==> config.mk <==
export PLATFORM = sky130hd
export DESIGN_NAME = door_unlock_fsm
export DESIGN_NICKNAME = d
export VERILOG_FILES = /design/src/rtl/door_unlock_pkg.sv /design/src/rtl/door_unlock_fsm.sv
export SDC_FILE = /design/constraint.sdc
export NUM_CORES = 1
export LEC_CHECK = 0
export ABC_CLOCK_PERIOD_IN_PS = 900
export CORE_AREA = 4 4 41 43
export DETAILED_ROUTE_END_ITERATION = 10
export DIE_AREA = 0 0 45 47
export REMOVE_ABC_BUFFERS = 1
export SYNTH_ARGS = -nofsm -noshare
export SYNTH_HDL_FRONTEND = slang
export SYNTH_SLANG_ARGS = --single-unit
==> constraint.sdc <==
create_clock -name clk -period 0.9 [get_ports clk]
set_input_delay 0.18 -clock clk [delete_from_list [all_inputs] [get_ports clk]]
set_output_delay 0.18 -clock clk [all_outputs]
set_load 0.005 [all_outputs]
==> src/rtl/door_unlock_pkg.sv <==
// door_unlock_pkg: shared state encoding and code constants for the serial door lock.
package door_unlock_pkg;
   typedef enum logic [2:0] {S0, S1, S2, S3, UNLOCKED} door_state_t;
   localparam logic [3:0] CODE = 4'b0010;
   localparam int CODE_LEN = 4;
endpackage

==> src/rtl/door_unlock_fsm.sv <==
// door_unlock_fsm: Moore detector for the serial code 0010 (MSB first); holds unlock until a 1 arrives.
module door_unlock_fsm
   import door_unlock_pkg::*;
(
   input  logic clk,
   input  logic reset,
   input  logic code_in,
   output logic roll_no_02
);
   door_state_t state, next;
   always_ff @(posedge clk or negedge reset)
      if (!reset) state <= S0;
      else state <= next;
   // S2 keeps itself on 0 so any run of leading zeros still counts as the 00 prefix
   always_comb begin
      next = S0;
      case (state)
         S0:       next = code_in ? S0 : S1;
         S1:       next = code_in ? S0 : S2;
         S2:       next = code_in ? S3 : S2;
         S3:       next = code_in ? S0 : UNLOCKED;
         UNLOCKED: next = code_in ? S0 : UNLOCKED;
         default:  next = S0;
      endcase
   end
   assign roll_no_02 = (state == UNLOCKED);
endmodule

==> results.sh <==
export IMPL_ctsHoldBuffers=0
export IMPL_diodes_inserted=0
export IMPL_grt_setup_unrepaired="yes"
export IMPL_endpoint_kind="primary output"
export IMPL_routabilityCongestion=0.609
export IMPL_required_ns=0.72
export IMPL_top_register="state"
export IMPL_worst_path_max_delay_cell="sky130_fd_sc_hd__dfrtp_1"
export IMPL_cp_cell_sequence="nor3b_4 -> buf_2"
export IMPL_synth_cells=11
export IMPL_routed_wire_length_per_instance_um=10.2
export IMPL_globalRoute_busiestLayer="met4"
export IMPL_placed_standard_cell_area_um2=224
export IMPL_yosys_warnings=0
export IMPL_synth_top_family_by_area="simple AND/OR/NAND/NOR gates"
export IMPL_run_status="finished with violations"
export IMPL_die_area_um2=2120
export IMPL_grt_util_met2_pct=7.63
export IMPL_grt_overflow=0
export IMPL_setup_viol=4
export IMPL_dp_final_hpwl_um=279
export IMPL_worst_clock_skew_ns=0.00228
export IMPL_grt_use_met3_pct=2.68
export IMPL_pin_slew_with_the_least_headroom_to_its_limit_ns=0.184
export IMPL_port_buffers=3
export IMPL_min_setup_slack_post_route_ns=-0.252
export IMPL_floorplan_initialDensity_pct=11.7
export IMPL_clock_latency_ns=0.23
export IMPL_chipHeight_um=47
export IMPL_htree_num_levels=1
export IMPL_via_count=125
export IMPL_numClockSinks=3
export IMPL_postRouteAntennaNets=0
export IMPL_vias_per_cell=3.38
export IMPL_critPathKind="flop to primary output"
export IMPL_layout_nets=26
export IMPL_die_x_um=45
export IMPL_netlist_cell_type_count=9
export IMPL_critPathBufInv=1
export IMPL_synth_compound_area_share_pct=11.5
export IMPL_layout_filler_cells=155
export IMPL_synth_top_cell_area_share_pct=49.2
export IMPL_remaining_drc_errors=0
export IMPL_synthesis_area_per_instance_um2=13.9
export IMPL_critPathMaxStageDelay_ns=0.40
export IMPL_synth_simple_area_share_pct=33.6
export IMPL_first_global_vias=164
export IMPL_ys_ff_latch=3
export IMPL_ir_drop_mv=0.460
export IMPL_area_of_the_mapped_netlist_um2=153
export IMPL_area_growth_pct=71.3
export IMPL_period_minus_slack_ns=1.15
export IMPL_r2r_end="state[2]"
export IMPL_total_power_per_unit_cell_area_nw_per_um2=2830
export IMPL_drv_max_cap_violation_count=0
export IMPL_cts_buffers_inserted=3
export IMPL_maxSlewHeadroom_pct=87.7
export IMPL_pre_cts_setup_slack_ns=-0.421
export IMPL_yosysSeqAreaShare_pct=49.2
export IMPL_crit_arrival_ns=0.97
export IMPL_cts_max_path_buffers=2
export IMPL_worst_r2r_cell_count=3
export IMPL_hold_violations=0
export IMPL_min_period_over_period_pct=128
export IMPL_fp_row_count=13
export IMPL_cts_tree="done"
export IMPL_share_of_layout_cells_above_drive_strength_1_pct=45.5
export IMPL_routed_wl_um=379
export IMPL_ioPinCount=4
export IMPL_muxShareOfSynthArea_pct=0
export IMPL_grt_first_pass_wirelength_um=607
export IMPL_firstDrtPassIters=2
export IMPL_maxClockFrequency_mhz=868
export IMPL_largest_reg_flops=3
export IMPL_largest_registers="state: 3 flops"
export IMPL_final_cell_area_um2=262
export IMPL_met1_usage_pct=2.75
export IMPL_global_route_usage_total_pct=4.83
export IMPL_r2r_setup_slack_ns=-0.15
export IMPL_hold_class="primary input to async pin"
export IMPL_drt_iter0_markers=1
export IMPL_leakage_nw=0.135
export IMPL_layout_commonest_cell="sky130_fd_sc_hd__buf_4"
export IMPL_crit_family="flip-flops"
export IMPL_final_cell_mix="sky130_fd_sc_hd__buf_4 (4), sky130_fd_sc_hd__clkbuf_4 (3), sky130_fd_sc_hd__dfrtp_1 (3)"
export IMPL_synth_adder_area_share_pct=0
export IMPL_final_max_slew_viol_count=0
export IMPL_worstReg2RegStart="state[1]"
export IMPL_floorplan_core_area_um2=1300
export IMPL_clk_root_buffer_cell="sky130_fd_sc_hd__clkbuf_4"
export IMPL_crit_path_max_fanout=2
export IMPL_grt_start_max_net_pins=5
export IMPL_synth_area_leaders="sky130_fd_sc_hd__dfrtp_1 (49%), sky130_fd_sc_hd__nor3b_4 (12%), sky130_fd_sc_hd__nor4b_2 (9.8%), sky130_fd_sc_hd__o21ba_1 (6.6%), sky130_fd_sc_hd__and3b_1 (5.7%)"
export IMPL_grt_antenna_before_repair=0
export IMPL_synth_xor_xnor_area_share_pct=5.74
export IMPL_failed_checks="setup timing"
export IMPL_cts_reportedPaths_clkPinSlew_ns=0.04
export IMPL_synth_top_cell_by_area="sky130_fd_sc_hd__dfrtp_1"
export IMPL_timing_critical_path_from_type="flop"
[worst register-to-register path: cells and delay by family, from the launching register on]
family,cells,cell delay (ns)
flip-flops,1,0.40
AND/OR/NAND/NOR,1,0.18
buffers and inverters,1,0.17
AO/OA/AOI/OAI,1,0.19
[power by group]
part           switching (W)  internal, W
Sequential         0.0000439     0.000183
Combinational       0.000111     0.000164
Clock              0.0000716     0.000166
[worst max path at each step]
stage               slack [ns]  startpoint  cells past startpoint    endpoint
finish                   -0.25    state[1]                      2  roll_no_02
floorplan                 0.01    state[1]                      2    state[2]
global route             -0.30    state[1]                      2  roll_no_02
CTS                      -0.27    state[1]                      2  roll_no_02
global placement         -0.39    state[0]                      2  roll_no_02
detailed placement       -0.42    state[0]                      2  roll_no_02
[layout make-up]
type / instances / area [µm²] / share of cell area [%]
well taps: 15 / 18.8 / 7.18
multi-input cells: 8 / 86.3 / 33.0
clock buffers: 4 / 26.3 / 10.0
flip-flops and latches: 3 / 75.1 / 28.7
repair buffers: 7 / 55.1 / 21.1
[metal layers]
| metal | share of wire, % | vias to the layer above |
|---|---|---|
| met1 | 37 | 60 |
| met5 | 0 | - |
| met2 | 55 | 4 |
| li1 | - | 61 |
| met4 | 0 | 0 |
| met3 | 6.9 | 0 |
[kinds of logic after synthesis]
family | after synthesis
simple gates | 5
flops | 3
compound gates | 2
xor+xnor | 1
[synth_stat cells (all sizes together)]
cell type and count:
dfrtp 3, and3b 1, nor3 1, xor2 1
o21ba 1, nor2 1, nor3b 1, a21o 1
nor4b 1
[per-stage QoR]
step / TNS [ns] / power [W] / std cells / hold WS (ns) / util, %
after detailed placement: -0.864 / 0.000477 / 32 / 0.379 / 17.2
after global placement: -0.708 / 0.000450 / 32 / 0.366 / 17.2
after CTS: -0.552 / 0.000753 / 37 / 0.128 / 20.1
after floorplan: 0 / 0.000352 / 11 / -0.116 / -
after global routing: -0.663 / 0.000777 / 37 / 0.151 / 20.1
final: -0.512 / 0.000741 / 37 / 0.135 / 20.1
[repair_timing]
| action | in CTS | in global routing |
|---|---|---|
| setup buffers | 2 | 0 |
| gates resized for setup | 5 | 0 |
| endpoints found under the setup margin | 4 | 4 |
| pin swaps | 2 | 0 |
Power figures use the tool's default switching activity.
